File: src/rtl/dht_pkg.sv
// Shared definitions for the DHT11 read manager: command encodings,
// response codes, the transaction state enum and the checksum helper.
package dht_pkg;

   // Command field carried with each read request.
   typedef enum logic [1:0] {
      CMD_STATUS  = 2'b00,
      CMD_HUM     = 2'b01,
      CMD_TEMP    = 2'b10,
      CMD_INVALID = 2'b11
   } dht_cmd_e;

   // Response codes returned to the downstream transmitter.
   localparam logic [7:0] RSP_STATUS     = 8'h00;
   localparam logic [7:0] RSP_HUM        = 8'h01;
   localparam logic [7:0] RSP_TEMP       = 8'h02;
   localparam logic [7:0] RSP_SENSOR_ERR = 8'h1F;
   localparam logic [7:0] RSP_CKSUM_ERR  = 8'h2F;
   localparam logic [7:0] RSP_TIMEOUT    = 8'h3F;
   localparam logic [7:0] RSP_BAD_CMD    = 8'hEE;

   // Transaction states.
   typedef enum logic [2:0] {
      ST_IDLE      = 3'd0,
      ST_HOLDOFF   = 3'd1,
      ST_TRIGGER   = 3'd2,
      ST_WAIT_DONE = 3'd3,
      ST_CHECK     = 3'd4,
      ST_RESPOND   = 3'd5
   } dht_state_e;

   // DHT11 checksum: modulo-256 sum of the four data bytes.
   function automatic logic [7:0] dht_checksum(
      input logic [7:0] hum_i,
      input logic [7:0] hum_f,
      input logic [7:0] tmp_i,
      input logic [7:0] tmp_f
   );
      logic [7:0] sum_s;
      sum_s = hum_i + hum_f;
      sum_s = sum_s + tmp_i;
      sum_s = sum_s + tmp_f;
      return sum_s;
   endfunction

endpackage

File: src/rtl/dht_holdoff_timer.sv
// Saturating interval counter between sensor trigger pulses.
// Cleared by the trigger pulse (and by reset, so the first read after reset
// waits the full interval). Saturates at MIN_INTERVAL_US.
// 'elapsed' is registered and asserts one cycle before the count reaches
// MIN_INTERVAL_US, because the trigger it gates is itself a registered
// output: a decision taken while 'elapsed' is high puts start_bit on the
// following cycle, exactly MIN_INTERVAL_US cycles after reset release.
module dht_holdoff_timer #(
   parameter int MIN_INTERVAL_US = 1_000_000
) (
   input  logic clk,
   input  logic rst_n,
   input  logic clear,
   output logic elapsed
);

   localparam int CW = (MIN_INTERVAL_US > 1) ? $clog2(MIN_INTERVAL_US + 1) : 1;
   localparam logic [CW-1:0] CNT_MAX = CW'(MIN_INTERVAL_US);
   localparam logic [CW-1:0] CNT_ARM = CW'(MIN_INTERVAL_US - 1);

   logic [CW-1:0] cnt_r;
   logic [CW-1:0] cnt_next_s;

   // Next count: clear on trigger, otherwise count up and saturate.
   always_comb begin
      cnt_next_s = cnt_r;
      if (clear) begin
         cnt_next_s = {CW{1'b0}};
      end else if (cnt_r != CNT_MAX) begin
         cnt_next_s = cnt_r + CW'(1);
      end else begin
         cnt_next_s = cnt_r;
      end
   end

   // Count register and registered elapsed flag.
   always_ff @(posedge clk or negedge rst_n) begin
      if (!rst_n) begin
         cnt_r   <= {CW{1'b0}};
         elapsed <= 1'b0;
      end else begin
         cnt_r   <= cnt_next_s;
         elapsed <= (cnt_next_s >= CNT_ARM);
      end
   end

endmodule

File: src/rtl/dht11_read_manager.sv
// DHT11 read manager: accepts one read request at a time, spaces sensor
// triggers by at least MIN_INTERVAL_US cycles, waits for the sensor FSM
// result with a timeout, retries failed reads up to MAX_RETRIES times and
// returns a single coded response word.
// Optional feature: define DHT_CKSUM_CHECK_EN to compare the sensor checksum
// byte; without it check_sum is ignored and no checksum comparator exists.
module dht11_read_manager
   import dht_pkg::*;
#(
   parameter int MIN_INTERVAL_US = 1_000_000,
   parameter int TIMEOUT_US      = 30_000,
   parameter int MAX_RETRIES     = 2
) (
   input  logic        clk,
   input  logic        rst_n,
   input  logic        req_valid,
   output logic        req_ready,
   input  logic [1:0]  req_cmd,
   output logic        start_bit,
   input  logic        sensor_done,
   input  logic        sensor_error,
   input  logic [7:0]  hum_int,
   input  logic [7:0]  hum_float,
   input  logic [7:0]  temp_int,
   input  logic [7:0]  temp_float,
   input  logic [7:0]  check_sum,
   output logic        rsp_valid,
   input  logic        rsp_ready,
   output logic [7:0]  rsp_code,
   output logic [15:0] rsp_data
);

   localparam int WW = (TIMEOUT_US > 1) ? $clog2(TIMEOUT_US + 1) : 1;
   localparam logic [WW-1:0] WAIT_LIMIT  = WW'(TIMEOUT_US);
   localparam logic [2:0]    RETRY_LIMIT = 3'(MAX_RETRIES);

   dht_state_e    state_r;
   dht_cmd_e      cmd_r;
   logic [2:0]    attempts_r;
   logic [WW-1:0] wait_cnt_r;
   logic          timed_out_r;
   logic          sensor_err_r;
   logic [7:0]    hum_int_r;
   logic [7:0]    hum_float_r;
   logic [7:0]    temp_int_r;
   logic [7:0]    temp_float_r;

   logic          elapsed_s;
   logic          cksum_bad_s;
   logic          fail_s;
   logic [7:0]    fail_code_s;
   logic [7:0]    ok_code_s;
   logic [15:0]   ok_data_s;

`ifdef DHT_CKSUM_CHECK_EN
   logic [7:0]    cksum_r;

   // Capture the sensor checksum byte together with the data bytes.
   always_ff @(posedge clk or negedge rst_n) begin
      if (!rst_n) begin
         cksum_r <= 8'h00;
      end else if ((state_r == ST_WAIT_DONE) && sensor_done) begin
         cksum_r <= check_sum;
      end else begin
         cksum_r <= cksum_r;
      end
   end
`else
   logic          cksum_unused_s;
   assign cksum_unused_s = ^check_sum;
`endif

   // Interval between consecutive trigger pulses; cleared by each pulse.
   dht_holdoff_timer #(
      .MIN_INTERVAL_US (MIN_INTERVAL_US)
   ) u_holdoff (
      .clk     (clk),
      .rst_n   (rst_n),
      .clear   (start_bit),
      .elapsed (elapsed_s)
   );

   // Checksum comparison on the latched result bytes.
   always_comb begin
`ifdef DHT_CKSUM_CHECK_EN
      cksum_bad_s = (dht_checksum(hum_int_r, hum_float_r, temp_int_r, temp_float_r) != cksum_r);
`else
      cksum_bad_s = 1'b0;
`endif
   end

   // Failure classification: timeout, then sensor error, then checksum.
   always_comb begin
      fail_s      = 1'b0;
      fail_code_s = RSP_STATUS;
      if (timed_out_r) begin
         fail_s      = 1'b1;
         fail_code_s = RSP_TIMEOUT;
      end else if (sensor_err_r) begin
         fail_s      = 1'b1;
         fail_code_s = RSP_SENSOR_ERR;
      end else if (cksum_bad_s) begin
         fail_s      = 1'b1;
         fail_code_s = RSP_CKSUM_ERR;
      end else begin
         fail_s      = 1'b0;
         fail_code_s = RSP_STATUS;
      end
   end

   // Success response word selected by the latched command.
   always_comb begin
      ok_code_s = RSP_STATUS;
      ok_data_s = 16'h0000;
      case (cmd_r)
         CMD_STATUS: begin
            ok_code_s = RSP_STATUS;
            ok_data_s = {hum_int_r, temp_int_r};
         end
         CMD_HUM: begin
            ok_code_s = RSP_HUM;
            ok_data_s = {hum_int_r, hum_float_r};
         end
         CMD_TEMP: begin
            ok_code_s = RSP_TEMP;
            ok_data_s = {temp_int_r, temp_float_r};
         end
         default: begin
            ok_code_s = RSP_BAD_CMD;
            ok_data_s = 16'h0000;
         end
      endcase
   end

   // Transaction FSM with registered handshake, trigger and response outputs.
   always_ff @(posedge clk or negedge rst_n) begin
      if (!rst_n) begin
         state_r      <= ST_IDLE;
         cmd_r        <= CMD_STATUS;
         attempts_r   <= 3'd0;
         wait_cnt_r   <= {WW{1'b0}};
         timed_out_r  <= 1'b0;
         sensor_err_r <= 1'b0;
         hum_int_r    <= 8'h00;
         hum_float_r  <= 8'h00;
         temp_int_r   <= 8'h00;
         temp_float_r <= 8'h00;
         req_ready    <= 1'b0;
         start_bit    <= 1'b0;
         rsp_valid    <= 1'b0;
         rsp_code     <= 8'h00;
         rsp_data     <= 16'h0000;
      end else begin
         case (state_r)
            ST_IDLE: begin
               if (req_valid && req_ready) begin
                  req_ready  <= 1'b0;
                  cmd_r      <= dht_cmd_e'(req_cmd);
                  attempts_r <= 3'd0;
                  if (req_cmd == CMD_INVALID) begin
                     state_r   <= ST_RESPOND;
                     rsp_valid <= 1'b1;
                     rsp_code  <= RSP_BAD_CMD;
                     rsp_data  <= 16'h0000;
                  end else if (elapsed_s) begin
                     state_r   <= ST_TRIGGER;
                     start_bit <= 1'b1;
                  end else begin
                     state_r   <= ST_HOLDOFF;
                  end
               end else begin
                  req_ready <= 1'b1;
               end
            end

            ST_HOLDOFF: begin
               if (elapsed_s) begin
                  state_r   <= ST_TRIGGER;
                  start_bit <= 1'b1;
               end
            end

            ST_TRIGGER: begin
               // start_bit is high for exactly this cycle.
               start_bit   <= 1'b0;
               wait_cnt_r  <= WW'(1);
               timed_out_r <= 1'b0;
               state_r     <= ST_WAIT_DONE;
            end

            ST_WAIT_DONE: begin
               // A done pulse on the timeout cycle still counts as done.
               if (sensor_done) begin
                  sensor_err_r <= sensor_error;
                  hum_int_r    <= hum_int;
                  hum_float_r  <= hum_float;
                  temp_int_r   <= temp_int;
                  temp_float_r <= temp_float;
                  timed_out_r  <= 1'b0;
                  state_r      <= ST_CHECK;
               end else if (wait_cnt_r >= WAIT_LIMIT) begin
                  timed_out_r  <= 1'b1;
                  state_r      <= ST_CHECK;
               end else begin
                  wait_cnt_r   <= wait_cnt_r + WW'(1);
               end
            end

            ST_CHECK: begin
               if (fail_s) begin
                  if (attempts_r < RETRY_LIMIT) begin
                     attempts_r <= attempts_r + 3'd1;
                     state_r    <= ST_HOLDOFF;
                  end else begin
                     state_r    <= ST_RESPOND;
                     rsp_valid  <= 1'b1;
                     rsp_code   <= fail_code_s;
                     rsp_data   <= {8'h00, 5'b00000, attempts_r};
                  end
               end else begin
                  state_r   <= ST_RESPOND;
                  rsp_valid <= 1'b1;
                  rsp_code  <= ok_code_s;
                  rsp_data  <= ok_data_s;
               end
            end

            ST_RESPOND: begin
               // Code and data stay frozen until the consumer takes them.
               if (rsp_ready) begin
                  rsp_valid <= 1'b0;
                  req_ready <= 1'b1;
                  state_r   <= ST_IDLE;
               end
            end

            default: begin
               state_r   <= ST_IDLE;
               req_ready <= 1'b0;
               start_bit <= 1'b0;
               rsp_valid <= 1'b0;
            end
         endcase
      end
   end

endmodule
File: config.mk
export PLATFORM = sky130hd
export DESIGN_NAME = dht11_read_manager
export DESIGN_NICKNAME = d
export VERILOG_FILES = /design/src/rtl/dht_pkg.sv /design/src/rtl/dht_holdoff_timer.sv /design/src/rtl/dht11_read_manager.sv
export SDC_FILE = /design/constraint.sdc
export NUM_CORES = 1
export LEC_CHECK = 0
export CAP_MARGIN = 20
export CORE_MARGIN = 1.5
export CORE_UTILIZATION = 47
export CTS_BUF_LIST = sky130_fd_sc_hd__clkbuf_8
export CTS_CLUSTER_SIZE = 40
export DETAILED_ROUTE_END_ITERATION = 8
export DONT_BUFFER_PORTS = 1
export PLACE_DENSITY = 0.69
export REMOVE_ABC_BUFFERS = 1
export SLEW_MARGIN = 10
export SYNTH_ARGS = -nofsm -noshare
export SYNTH_HDL_FRONTEND = slang
export SYNTH_SLANG_ARGS = --single-unit
File: constraint.sdc
create_clock -name clk -period 2 [get_ports clk]
set_clock_uncertainty 0.05 [all_clocks]
set_input_delay 0.3 -clock clk [delete_from_list [all_inputs] [get_ports clk]]
set_output_delay 0.3 -clock clk [all_outputs]
set_load 0.02 [all_outputs]
==> results of run 1 <==
registers in the layout, indices dropped and copies added, names as in the netlist:
register / cells
state_r: 3
u_holdoff.elapsed: 1
wait_cnt_r: 15
sensor_err_r: 1
temp_float_r: 8
start_bit: 1
attempts_r: 3
req_ready: 1
rsp_valid: 1
cmd_r: 2
temp_int_r: 8
hum_float_r: 8
u_holdoff.cnt_r: 20
timed_out_r: 1
rsp_data: 16
hum_int_r: 8
rsp_code: 6
metal layers:
metal,GRT usage (%),vias up,wire (um)
li1,-,1827,-
met1,26.9,1987,4850
met2,35.7,120,5970
met3,5.19,22,831
met4,7.34,0,215
met5,0,-,0
cells in the final DEF (no fill, tap or decap), drive strengths merged, types with 2 or more instances in the layout:
master,instances
nor4b,2
or4,6
o211ai,4
clkbuf,9
ha,5
nor4,5
nor2,33
or2,2
o21ai,31
o31ai,3
and3,5
nand4,10
and2,4
dlygate4sd3,9
a21oi,23
clkinv,5
nand2,40
nor3b,2
a31oi,3
o41ai,2
mux2i,14
xor2,8
buf,74
nand3,14
a211oi,2
nor2b,2
mux2,36
xnor2,10
a222oi,8
and4,3
dfrtp,103
inv,27
a22o,7
nor3,10
or3,10
a21o,2
nand2b,3
cell families (layout without fill, tap and decap cells):
group	count (synthesis)	count (layout)	share of synthesized area, %
buffers and inverters	47	124	3.73
adder cells (fa/ha/maj)	5	5	1.27
AO/OA/AOI/OAI	95	95	12.4
AND/OR/NAND/NOR	152	152	16.1
flip-flops	103	103	52.2
multiplexers	50	50	11.1
XOR/XNOR	18	18	3.19
critical path, stage by stage (launching register included):
cell	delay [ns]
dfrtp_1	0.42
nor4b_1	0.35
nand4_1	0.32
o31ai_4	0.37
nor4_2	0.10
o41ai_2	0.34
a21oi_2	0.09
worst min-delay path by stage:
| stage | from | endpoint | slack, ns | depth (start not counted) |
|---|---|---|---|---|
| after floorplan | rst_n | attempts_r[0] | -0.05 | 0 |
| after global placement | rst_n | wait_cnt_r[5] | -0.04 | 0 |
| after detailed placement | rst_n | wait_cnt_r[2] | -0.04 | 0 |
| after CTS | rst_n | rsp_data[11] | -0.46 | 0 |
| after global routing | rst_n | wait_cnt_r[2] | -0.47 | 0 |
| final | rst_n | wait_cnt_r[2] | -0.45 | 0 |
final cells by class:
type | count | area (um^2)
inverter | 25 | 93.8
sequential | 103 | 2580
timing repair buffer | 83 | 668
tap | 136 | 170
fill | 834 | 4140
clock buffer | 9 | 124
clock inverter | 7 | 86.3
multi-input combinational | 320 | 2410
where the power goes:
| part | internal (mW) | switching [mW] |
|---|---|---|
| Combinational | 1.17 | 1.21 |
| Sequential | 2.77 | 0.793 |
| Clock | 0.502 | 0.817 |
repair_timing:
item,4_1_cts,5_1_grt
setup buffers,7,11
gates cloned,0,1
pin swaps,11,32
endpoints found under the setup margin,14,18
endpoints found under the hold margin,112,103
gates resized for setup,11,45
==> run_results.csv, run 1 <==
group,metric,value,unit
status,outcome,"finished, violations left",
status,violations,"hold timing, setup timing",
detailed_routing,routed_wl,11900,um
synth,netlist_area,0.00494,mm^2
detailed_routing,ant_nets,0,
synth,seq_area_frac_synth,52.2,%
floorplanning,placementRows,37,
timing,period_share,108,%
global_route,grt_pass1_wl,18900,um
place,pre_cts_ws,-0.193,ns
min_path,min_path_type,"input pin to asynchronous set/reset pin",
global_route,grt_pass1_vias,3885,
finish,fin_util,59.7,%
critical_path,path_max_fanout,4,
critical_path,reg2reg_from,"u_holdoff.cnt_r[12]",
critical_path,critPathLaunchType,"register",
power_and_ir_drop,vdd_drop_max,802,uV
finish,antennaDiodeCount,0,
timing,tns,-0.189,ns
detailed_routing,drtIter0Drc,271,
critical_path,reg2regPathDepth,6,
synth,ys_async_sr_fraction,100,%
detailed_routing,vias,3956,
timing,worst_hold_slack,-0.453,ns
run,maxCapViolations,0,
critical_path,crit_type,"register to register",
critical_path,reg2reg_slack,-0.16,ns
synth,synth_edf_count,0,
timing,finalMaxSlewViolations,0,
place,place_congestion,0.863,
timing,tightestPinTransition,0.429,ns
detailed_routing,drtPass1Iterations,7,
synth,syn_inst,470,
critical_path,r2r_end,"u_holdoff.elapsed",
synth,synth_area_leader_cell,"dfrtp_1",
power_and_ir_drop,leakage,2.84,nW
finish,fin_cells,683,
floorplanning,die_area,0.0111,mm^2
detailed_routing,drc,0,
critical_path,worst_ep_arrival_time,2.36,ns
critical_path,critPathCapture,"u_holdoff.elapsed",
synth,synth_ff_type,"dfrtp_1",
timing,rsz0062_at_grt,"yes",
timing,setup_viol,2,
synth,synth.most_common_cell,"dfrtp_1",
global_route,antenna_found_initial,0,
timing,min_period,2.16,ns
finish,fin_area,0.00614,mm^2
place,port_buffers,0,
cts,cts.root.buffer_cell,"clkbuf_8",
detailed_routing,vias_per_cell,5.79,
synth,yosys.area.top_type_share,52.2,%
cts,cts.reportedPaths.clkPinSlew,0.11,ns
cts,ctsHoldBuffers,9,
floorplanning,io_pins,75,
cts,clkSinkCount,103,
place,placed_area,0.00543,mm^2
synth,ys_warn_count,0,
timing,slew_headroom,71.2,%
synth,synth_common_cells,"dfrtp_1 (103), nand2_1 (40), mux2_2 (36), nor2_1 (33), o21ai_0 (30)",
place,post-dp-hpwl,7590,um
cts,cts.htree.levels,3,
critical_path,end_kind,"register",
global_route,grt_max_degree,104,
global_route,grt_usage,21.3,%
critical_path,crit_path_start,"u_holdoff.cnt_r[12]",
place,dp.cells,639,
floorplanning,die_y,105,um
finish,nets,595,
critical_path,cp.required,2.20,ns
synth,synth_area_leaders,"dfrtp_1 (52%), mux2_2 (8.2%), nand2_1 (3.0%)",
finish,syn_to_final_growth,24.3,%
cts,worst_skew_pair.late_latency,0.38,ns
cts,tritoncts,"yes",
synth,avgSynthCellArea,10.5,um^2
power_and_ir_drop,total_power,7.26,mW
cts,clockBufferDepth,2,
finish,drive_gt1_share,31.4,%
timing,setup_ws,-0.162,ns
synth,ys_types,55,
power_and_ir_drop,powerDensity,1180,mW/mm^2
detailed_routing,wl_per_cell,17.4,um
timing,fmax,462,MHz
floorplanning,start_util,48.0,%
global_route,overflow,0,
timing,hold_violations,103,
floorplanning,core-area,0.0103,mm^2
cts,numCtsBuffers,9,
floorplanning,die_w,105,um
synth,ys_ff_latch,103,
Power figures use the tool's default switching activity.
==> inputs of run 2 (changes only) <==
Settings changed: SLEW_MARGIN 10 to 20.
==> results of run 2 <==
Final layout, timing and power as in run 1 (identical DEF).
==> inputs of run 3 (changes only) <==
Settings changed: ABC_AREA from default to 0, PLACE_DENSITY 0.69 to 0.67, TNS_END_PERCENT from default to 100.
Clock period 2 ns to 2.5 ns, I/O delays scaled along.
==> run_results.csv, run 3 (synthesis results as in run 1) <==
group,metric,value,unit
status,outcome,"finished, violations left",
status,violations,"hold timing",
critical_path,worst_ep_arrival_time,2.59,ns
global_route,grt_pass1_wl,17000,um
place,dp.cells,598,
critical_path,worst-path-buf-inv,0,
detailed_routing,drtIter0Drc,222,
run,maxCapViolations,0,
detailed_routing,drtPass1Iterations,4,
finish,top_register,"u_holdoff.cnt_r",
finish,fin_cells,614,
global_route,busiest_layer,"met2",
finish,mostFrequentLayoutCells,"dfrtp_1 (103), nand2_1 (40), mux2_2 (36)",
critical_path,r2r_end,"u_holdoff.elapsed",
detailed_routing,routed_wl,10200,um
place,place_congestion,0.819,
cts,tritoncts,"yes",
finish,nets,526,
critical_path,critPathTopFamily,"simple AND/OR/NAND/NOR gates",
power_and_ir_drop,leakage,2.40,nW
critical_path,path_max_fanout,6,
finish,drive_gt1_share,15.9,%
critical_path,crit_path_start,"u_holdoff.cnt_r[1]",
detailed_routing,vias_per_cell,5.73,
critical_path,reg2reg_slack,0.16,ns
floorplanning,core-area,0.0103,mm^2
critical_path,crit_slowest_cell,"or4_1",
cts,cts.htree.levels,3,
timing,min_period,2.34,ns
cts,clockBufferDepth,2,
power_and_ir_drop,total_power,5.53,mW
cts,clkSinkCount,103,
power_and_ir_drop,powerDensity,1040,mW/mm^2
detailed_routing,vias,3518,
min_path,min_path_type,"input pin to asynchronous set/reset pin",
critical_path,reg2reg_from,"u_holdoff.cnt_r[1]",
timing,setup_viol,0,
floorplanning,die_area,0.0111,mm^2
critical_path,end_kind,"register",
critical_path,critPathLaunchType,"register",
global_route,overflow,0,
finish,largest_reg_flops,20,
floorplanning,io_pins,75,
critical_path,slowest_delay,0.47,ns
place,post-dp-hpwl,7190,um
cts,cts.reportedPaths.clkPinSlew,0.10,ns
cts,worst_skew_pair.late_latency,0.37,ns
finish,layout_commonest_cell,"dfrtp_1",
timing,finalMaxSlewViolations,0,
timing,slew_headroom,55.5,%
timing,tightestPinTransition,0.662,ns
floorplanning,start_util,48.0,%
critical_path,critPathCapture,"u_holdoff.elapsed",
place,port_buffers,0,
critical_path,reg2regPathDepth,7,
global_route,use_met1,25.5,%
global_route,met2_usage,30.7,%
detailed_routing,wl_per_cell,16.6,um
timing,worst_hold_slack,-0.357,ns
global_route,antenna_found_initial,0,
detailed_routing,drc,0,
finish,antennaDiodeCount,0,
critical_path,crit_cells,7,
floorplanning,placementRows,37,
critical_path,cp_cell_sequence,"ha_1 -> nand4_1 -> nor3_2 -> and3_1 -> xnor2_1 -> or4_1 -> a21oi_1",
timing,tns,0,ns
global_route,met3_usage,5.13,%
global_route,grt_pass1_vias,3432,
power_and_ir_drop,vdd_drop_max,558,uV
critical_path,cp.required,2.74,ns
timing,fmax,427,MHz
detailed_routing,ant_nets,0,
timing,period_share,93.8,%
global_route,grt_usage,19.3,%
critical_path,crit_type,"register to register",
cts,numCtsBuffers,9,
cts,post-cts-setup-buffers,0,
global_route,grt_max_degree,104,
finish,syn_to_final_growth,8.06,%
timing,rsz0062_at_grt,"no",
floorplanning,die_y,105,um
timing,hold_violations,103,
finish,largestRegisters,"u_holdoff.cnt_r x20, rsp_data x16, wait_cnt_r x15",
cts,cts.root.buffer_cell,"clkbuf_8",
floorplanning,die_w,105,um
==> run 3: worst register-to-register path, delay by kind of cell, from the launching register on <==
kind	cells	cell delay [ns]
xor gates and xnor gates	1	0.08
AOI/OAI and AO/OA	1	0.13
adders and majority gates	1	0.24
and+or+nand+nor	4	1.34
DFF	1	0.42
==> run 3: metal layers <==
| metal | part of all wire (%) | wire, um |
|---|---|---|
| met3 | 6.0 | 609 |
| met5 | 0 | 0 |
| met1 | 44 | 4520 |
| met4 | 1.1 | 111 |
| met2 | 49 | 4970 |
==> run 3: what timing repair did <==
| item | in CTS | in global routing |
|---|---|---|
| resized for setup | 0 | 0 |
| endpoints found under the hold margin | 103 | 103 |
| endpoints found under the setup margin | 0 | 0 |
==> run 3: per-stage QoR <==
step,worst slack (ns),utilization (%),instance area (um^2),hold slack [ns]
after floorplan,-0.0601,-,4850,0.0294
after global placement,0.242,49.9,5120,0.0349
after detailed placement,0.197,49.9,5120,0.0347
after CTS,0.168,51.9,5330,-0.382
after global routing,0.00163,51.9,5330,-0.385
final,0.156,51.9,5330,-0.357
==> run 3: how the worst min path moves through the flow <==
stage / startpoint / endpoint / slack [ns]
after floorplan: rst_n / attempts_r[0] / 0.03
after global placement: rst_n / wait_cnt_r[6] / 0.03
after detailed placement: rst_n / wait_cnt_r[6] / 0.03
after CTS: rst_n / rsp_data[11] / -0.38
after global routing: rst_n / wait_cnt_r[6] / -0.39
final: rst_n / rsp_data[3] / -0.36
==> run 3: area by class of cell <==
| class | instances | area [um^2] |
|---|---|---|
| clock buffers | 9 | 124 |
| clock inverters | 7 | 85.1 |
| fillers | 934 | 4940 |
| inverters | 25 | 93.8 |
| multi-input cells | 320 | 2180 |
| flip-flops and latches | 103 | 2580 |
| well taps | 136 | 170 |
| repair buffers | 14 | 105 |
==> run 3: report_power, final <==
| group | total [mW] | internal (mW) | switching (mW) |
|---|---|---|---|
| clock network | 1.09 | 0.486 | 0.604 |
| registers | 2.88 | 2.21 | 0.673 |
| logic | 1.56 | 0.751 | 0.806 |
| total | 5.53 | 3.45 | 2.08 |
